**config.mk**
```make
export PLATFORM = sky130hd
export DESIGN_NAME = zxuno_regport
export DESIGN_NICKNAME = d
export VERILOG_FILES = /design/src/rtl/zxuno_regport.sv
export SDC_FILE = /design/constraint.sdc
export NUM_CORES = 1
export LEC_CHECK = 0
export CAP_MARGIN = 25
export CORE_MARGIN = 2
export CORE_UTILIZATION = 40
export DETAILED_ROUTE_END_ITERATION = 12
export PLACE_DENSITY = 0.78
export SETUP_SLACK_MARGIN = 0.5
export SYNTH_ARGS = -nofsm -noshare
export SYNTH_HDL_FRONTEND = slang
export SYNTH_SLANG_ARGS = --single-unit
```
**constraint.sdc**
```tcl
create_clock -name clk -period 3.95 [get_ports clk]
set_input_delay 0.79 -clock clk [delete_from_list [all_inputs] [get_ports clk]]
set_output_delay 0.79 -clock clk [all_outputs]
set_load 0.1 [all_outputs]
```
**src/rtl/zxuno_regport.sv**
```systemverilog
// CPU front end of the ZXUNO register file: decodes the address/data I/O ports,
// holds the current register number and returns peripheral read data to the CPU.
module zxuno_regport #(
    parameter logic [15:0] ADDR_PORT = 16'hFC3B,
    parameter logic [15:0] DATA_PORT = 16'hFD3B,
    parameter logic [7:0]  IDLE_BYTE = 8'hFF
) (
    input  logic        clk,
    input  logic        rst,
    input  logic [15:0] a,
    input  logic        iorq_n,
    input  logic        rd_n,
    input  logic        wr_n,
    input  logic [7:0]  cpu_dout,
    output logic [7:0]  dout,
    output logic        oe,
    output logic [7:0]  zxuno_addr,
    output logic        zxuno_regrd,
    output logic        zxuno_regwr,
    output logic [7:0]  zxuno_wrdata,
    output logic        regaddr_changed,
    input  logic [7:0]  periph_dout,
    input  logic        periph_oe
);

    logic [15:0] a_q;
    logic        iorq_n_q;
    logic        rd_n_q;
    logic        wr_n_q;
    logic [7:0]  cpu_dout_q;
    logic        wr_prev;

    logic rd_acc;
    logic wr_acc;
    logic wr_raw;
    logic wr_commit;
    logic hit_addr;
    logic hit_data;

    always_comb begin
        rd_acc    = !iorq_n_q && !rd_n_q;
        wr_acc    = !iorq_n_q && !wr_n_q && rd_n_q;
        wr_raw    = !iorq_n && !wr_n && rd_n;
        wr_commit = wr_acc && !wr_prev;
        hit_addr  = (a_q == ADDR_PORT);
        hit_data  = (a_q == DATA_PORT);
    end

    always_ff @(posedge clk) begin
        if (rst) begin
            a_q             <= 16'h0000;
            iorq_n_q        <= 1'b1;
            rd_n_q          <= 1'b1;
            wr_n_q          <= 1'b1;
            cpu_dout_q      <= 8'h00;
            wr_prev         <= 1'b1;
            zxuno_addr      <= 8'h00;
            zxuno_wrdata    <= 8'h00;
            zxuno_regwr     <= 1'b0;
            zxuno_regrd     <= 1'b0;
            regaddr_changed <= 1'b0;
            dout            <= 8'h00;
            oe              <= 1'b0;
        end else begin
            a_q        <= a;
            iorq_n_q   <= iorq_n;
            rd_n_q     <= rd_n;
            wr_n_q     <= wr_n;
            cpu_dout_q <= cpu_dout;

            // Stay armed-off while a write that straddled reset is still on the raw bus,
            // since the reset-loaded stage-0 copies would otherwise look like a release.
            wr_prev <= wr_acc || (wr_prev && wr_raw);

            regaddr_changed <= 1'b0;
            zxuno_regwr     <= 1'b0;
            if (wr_commit && hit_addr) begin
                zxuno_addr      <= cpu_dout_q;
                regaddr_changed <= 1'b1;
            end
            if (wr_commit && hit_data) begin
                zxuno_wrdata <= cpu_dout_q;
                zxuno_regwr  <= 1'b1;
            end

            zxuno_regrd <= rd_acc && hit_data;

            if (rd_acc && hit_addr) begin
                oe   <= 1'b1;
                dout <= zxuno_addr;
            end else if (rd_acc && hit_data) begin
                oe   <= 1'b1;
                dout <= periph_oe ? periph_dout : IDLE_BYTE;
            end else begin
                oe <= 1'b0;
            end
        end
    end

endmodule

```
==> results by group, run 1 <==
Clock tree
  – # hold bufs at CTS: 0
  – Setup bufs post-CTS: 0
  – Post-CTS Resized: 0
  – Clock H-tree levels: 2
  – Number of clock sinks: 56
  – TritonCTS Buffers: 5
  – CTS max path bufs: 2
  – Clock Latency Late Sink: 310 ps
  – Clk pin slew, worst setup/hold paths: 90 ps
  – CTS tree: built
  – CTS root buf: clkbuf_8

Pwr
  – VDD IR-drop max: 191.9 uV
  – Leakage: 0.9969 nW
  – P per Cell Area: 346.0 nW/um^2
  – Power consumption: 967.9 uW

Logic synthesis
  – Synth top area cells: dfxtp_1 (55%), nor2b_1 (9.5%), o21ai_0 (6.1%)
  – YS warnings: 0
  – Number of synthesized flops with an enable pin: 0
  – Net Count, Synth: 246
  – Seq/Total Area, Yosys: 0.5473
  – Mean Syn Cell Area: 9.847 um^2
  – Netlist Area Pre-Place: 2048 um^2
  – Mapped Cells: 208
  – Synth area leader: dfxtp_1
  – Cell with the most instances after synthesis: dfxtp_1
  – #FFs+latches synth: 56
  – Cell variety after synth: 27
  – Commonest register cell after synthesis: dfxtp_1
  – Area share of the largest cell type after synthesis: 0.5473
  – Post-synthesis async set-or-reset flop share: 0
  – Synth top cells by count: dfxtp_1 (56), nor2b_1 (31), o21ai_0 (25), a21oi_1 (17), clkbuf_1 (12)

Critical path
  – R2R depth: 4
  – Setup crit start kind: register
  – Cell Chain, Critical Path: clkdlybuf4s50_1
  – Critical Path Slowest Stage Cell: clkdlybuf4s50_1
  – Reg2reg end: dout[5]
  – RR Startpoint: a_q[2]
  – CP peak stage delay: 1140 ps
  – Register-to-register setup slack: 1920 ps
  – WP data arrival: 1820 ps
  – Crit end category: primary output
  – Worst Path Buf+Inv: 1
  – Worst Path Max Fanout: 3
  – Top Family by Delay on Critical Path: buffers and inverters
  – Setup CP Type: register to primary output
  – Required @ worst endpoint: 3160 ps

Worst hold path
  – Hold path cells: 2
  – Min-delay src: zxuno_wrdata[3]
  – Min-Delay Endpoint: zxuno_wrdata[3]
  – Min-delay worst type: register to register

Timing
  – Final-report setup violation count: 0
  – RSZ-0062 raised after global routing: false
  – Fin. Hold Viols: 0
  – Fin. max-slew vios: 0
  – Setup TNS: 0 ps
  – Max-slew headroom: 0.3271
  – Minimum clock period: 2605 ps
  – Final WS setup: 1345 ps
  – Pin slew with the least headroom to its limit: 1009 ps
  – Clock skew: 10.27 ps
  – Max frequency: 383.8 MHz
  – Fin crit share: 0.6596

Final layout
  – Area growth from synthesis to layout: 36.59%
  – Layout cells sized above 1: 0.05660
  – Diodes inserted: 0
  – Finished Layout Cells: 335
  – Layout Nets: 302

Die
  – DIE AREA: 5709 um^2
  – Die span in x: 75.56 um
  – Die Y: 75.56 um
  – Cell Rows: 26
  – CORE AREA: 5010 um^2
  – Initial Utilization: 0.4088
  – I/O pin count: 66

Drt
  – Met1 wire length: 1968 um
  – Initial DRC Count: 119
  – WL/cell: 13.16 um
  – Routed vias: 1,672
  – Iteration count of the initial detailed-routing pass: 4
  – DR DRC count: 0
  – Wire length on met2: 2097 um
  – WL met3: 269 um
  – Drt total wl: 4410 um
  – ANT nets after route: 0
  – Top layer used by detailed routing: met4
  – Vias per cell: 4.991

Placement
  – GP Congestion: 0.7847
  – Place WS: 1682 ps
  – PortBufs: 65
  – Cells after DPL: 327
  – Dpl hpwl: 3046 um

GRT
  – Total track usage: 0.1571
  – Gr ovfl total: 0
  – First-pass GRT wire length: 6762 um
  – Initial antenna violation count: 0
  – Largest net degree at the start of global routing: 63
  – Number of global-route vias before repair: 1,522

Status
  – Outcome: finished, final reports clean

Flow run
  – Max-cap violations: 0
==> area by class of cell <==
class	instances	area, um^2
clock buffer	8	90.09
fill	486	2212
tap	70	87.58
multi-input combinational	135	845.8
sequential	56	1121
timing repair buffer	66	653.1
==> worst register-to-register path: cells and delay by family, from the launching register on <==
kind,cells,cell delay [ps]
flops,1,300
simple gates,4,1680
==> kinds of logic (layout without fill, tap and decap cells) <==
| family | Yosys count | count (layout) | share of synthesized area |
|---|---|---|---|
| simple gates | 85 | 85 | 0.2810 |
| flops | 56 | 56 | 0.5473 |
| buf+inv | 17 | 74 | 0.04275 |
| compound gates | 50 | 50 | 0.1289 |
==> power breakdown <==
| part | total [mW] | internal [mW] | switching (mW) |
|---|---|---|---|
| Combinational | 0.0660 | 0.0454 | 0.0206 |
| Clock | 0.312 | 0.143 | 0.168 |
| Sequential | 0.590 | 0.580 | 0.0107 |
==> layout by cell type, fill, tap and decap left out, types with 7 or more instances in the layout <==
cell type	Yosys	layout
o22ai_1	7	7
nand4b_1	10	10
nor2b_1	31	31
dfxtp_1	56	56
or4_1	7	7
a21oi_1	17	17
nand2_1	9	9
nand4_1	8	8
clkdlybuf4s50_1	0	64
o21ai_0	25	25
==> registers in the layout, summed over array words and instances (netlist names), 8 cells and up <==
name,cells
dout,8
zxuno_wrdata,8
zxuno_addr,8
cpu_dout_q,8
a_q,16
==> how the worst max path moves through the flow <==
stage                  startpoint             to  slack [ps]  cells after the start
floorplan           zxuno_addr[0]  zxuno_addr[0]        2220                      0
global placement    zxuno_addr[4]  zxuno_addr[4]        1700                      1
detailed placement  zxuno_addr[3]  zxuno_addr[3]        1680                      1
CTS                 zxuno_addr[3]  zxuno_addr[3]        1330                      1
global route              dout[3]        dout[3]        1300                      1
finish              zxuno_addr[3]  zxuno_addr[3]        1340                      1
==> metrics by stage <==
step | area, um^2 | hold WS [ps] | util
global route | 2798 | 511.7 | 0.5584
detailed placement | 2708 | 469.5 | 0.5405
floorplan | 2048 | 450.7 | -
finish | 2798 | 478.7 | 0.5584
global placement | 2708 | 459.9 | 0.5405
CTS | 2798 | 482.4 | 0.5584
==> metal layers <==
layer	up-vias	global-route usage
met2	63	0.2638
met4	0	0.07212
met3	8	0.03571
li1	854	-
met5	-	0
met1	747	0.1917
(Power assumes the default switching activity.)
==> run 2: changes to the inputs <==
clock period = 2.66 ns   (was 3.95 ns; I/O delays follow)
==> run 2 against run 1 <==
Non-clock buffer count grew 1. Sequential share of layout area grew 0.82 points. Power grew 50%. Worst setup slack lost 670 ps. Die area is the same. Combinational power grew 52%. Worst hold slack lost 1.5 ps. Global-route usage grew 0.22 points. Final cell count is the same. Critical endpoint is now dout[7].
==> results by group, run 2 (synthesis gave the netlist of run 1 again) <==
Critical path
  – CP peak stage delay: 780 ps (was 1140 ps)
  – Required @ worst endpoint: 2910 ps (was 3160 ps)
  – WP data arrival: 2240 ps (was 1820 ps)
  – Top Family by Delay on Critical Path: simple AND/OR/NAND/NOR gates (was buffers and inverters)
  – Worst Path Max Fanout: 35 (was 3)
  – Crit end category: register (was primary output)
  – Critical Path Slowest Stage Cell: or3_1 (was clkdlybuf4s50_1)
  – Cell Chain, Critical Path: nand4_2 > or3_1 > or4_1 > nand2_1 (was clkdlybuf4s50_1)
  – Worst Path Buf+Inv: 0 (was 1)
  – Setup CP Type: register to register (was register to primary output)
  – Setup crit start kind: register (unchanged)

Timing
  – Fin. Hold Viols: 0 (unchanged)
  – RSZ-0062 raised after global routing: false (unchanged)
  – Setup TNS: 0 ps (unchanged)
  – Hold Slack: 477.3 ps (was 478.7 ps)
  – Pin slew with the least headroom to its limit: 980.3 ps (was 1009 ps)
  – Max-slew headroom: 0.3465 (was 0.3271)
  – Clock skew: 8.974 ps (was 10.27 ps)
  – Fin. max-slew vios: 0 (unchanged)
  – Max frequency: 503.5 MHz
  – Final-report setup violation count: 0 (unchanged)
  – Minimum clock period: 1986 ps
  – Fin crit share: 0.7466

GRT
  – First-pass GRT wire length: 6844 um (was 6762 um)
  – Total track usage: 0.1593 (was 0.1571)
  – Number of global-route vias before repair: 1,523 (was 1,522)
  – Largest net degree at the start of global routing: 63 (unchanged)
  – Gr ovfl total: 0 (unchanged)
  – Initial antenna violation count: 0 (unchanged)

Status
  – Outcome: finished, final reports clean (unchanged)

Clock tree
  – CTS max path bufs: 2 (unchanged)
  – Setup bufs post-CTS: 0 (unchanged)
  – Clock Latency Late Sink: 300 ps (was 310 ps)
  – CTS tree: built (unchanged)
  – Post-CTS Resized: 0 (unchanged)
  – TritonCTS Buffers: 5 (unchanged)
  – Number of clock sinks: 56 (unchanged)
  – Clock H-tree levels: 2 (unchanged)
  – # hold bufs at CTS: 0 (unchanged)
  – Clk pin slew, worst setup/hold paths: 90 ps (about the same)
  – CTS root buf: clkbuf_8 (unchanged)

Die
  – DIE AREA: 5709 um^2 (unchanged)
  – CORE AREA: 5010 um^2 (unchanged)
  – I/O pin count: 66 (unchanged)
  – Initial Utilization: 0.4088 (unchanged)
  – Cell Rows: 26 (unchanged)
  – Die Y: 75.56 um (unchanged)
  – Die span in x: 75.56 um (unchanged)

Final layout
  – Most frequent cells in the layout: dfxtp_1 (56), clkdlybuf4s50_1 (36), nor2b_1 (31) (was clkdlybuf4s50_1 (64), dfxtp_1 (56), nor2b_1 (31))
  – Area growth from synthesis to layout: 33.84% (was 36.59%)
  – Layout Nets: 303 (was 302)
  – Biggest register: a_q (unchanged)
  – Finished Layout Cells: 335 (unchanged)
  – Layout cells sized above 1: 0.1698 (was 0.05660)
  – Diodes inserted: 0 (unchanged)
  – Max reg flops: 16 (unchanged)
  – Commonest non-fill, non-tap cell in the layout: dfxtp_1 (was clkdlybuf4s50_1)

Pwr
  – Power consumption: 1.452 mW (was 967.9 uW)
  – P per Cell Area: 529.8 nW/um^2 (was 346.0 nW/um^2)
  – Leakage: 1.065 nW (was 0.9969 nW)
  – VDD IR-drop max: 275.3 uV (was 191.9 uV)

Drt
  – WL/cell: 12.75 um (was 13.16 um)
  – Drt total wl: 4272 um (was 4410 um)
  – Routed vias: 1,675 (was 1,672)
  – ANT nets after route: 0 (unchanged)
  – Vias per cell: 5.000 (was 4.991)
  – Initial DRC Count: 105 (was 119)
  – Iteration count of the initial detailed-routing pass: 4 (unchanged)
  – DR DRC count: 0 (unchanged)

Placement
  – GP Congestion: 0.7854 (was 0.7847)
  – Dpl hpwl: 2984 um (was 3046 um)
  – PortBufs: 65 (unchanged)
  – Cells after DPL: 328 (was 327)

Flow run
  – Max-cap violations: 0 (unchanged)

Worst hold path
  – Min-delay worst type: register to register (unchanged)
-- run 2: cell types whose count changed in the layout (fill, tap and decap cells not counted), sizes merged --
cell | before | now
buf | 2 | 31
clkdlybuf4s50 | 64 | 36
clkbuf | 8 | 7
-- run 2: path summary, 6_finish.rpt --
path	endpoint	slack (ps)	cells after the start	from
setup / recovery	dout[7]	670	4	a_q[15]
hold / removal	zxuno_wrdata[2]	480	2	cpu_dout_q[2]
setup reg to reg	dout[7]	670	4	a_q[15]
hold reg to reg	zxuno_wrdata[2]	480	2	cpu_dout_q[2]
-- run 2: per-stage QoR --
step                instance area (um^2)  utilization  worst slack, ps
CTS                                 2741       0.5472            645.0
finish                              2741       0.5472            674.1
floorplan                           2048            -             1009
detailed placement                  2645       0.5280            658.8
global placement                    2645       0.5280            684.7
global route                        2741       0.5472            507.9
-- run 2: tightest hold or removal path: stages (launching register included) --
cell     delay, ps
dfxtp_1        320
nand4_1         70
a21oi_1         60
-- run 2: area by class of cell --
class / count / area, um^2
Timing Repair Buffer: 67 / 590.6
Tap cell: 70 / 87.58
Multi-Input combinational cell: 135 / 845.8
Clock buffer: 7 / 96.34
Sequential cell: 56 / 1121
Fill cell: 501 / 2268
-- run 2: layer usage --
layer  routed length, um  up-vias  GRT usage
met5                   0        -          0
met4                  61        0    0.05848
met3                 248        7    0.04497
met2                2027       62     0.2560
met1                1934      753     0.2050
li1                    -      853          -
-- run 2: power by group --
group	internal, mW	switching, mW
clock network	0.232	0.244
registers	0.861	0.0149
logic	0.0682	0.0320
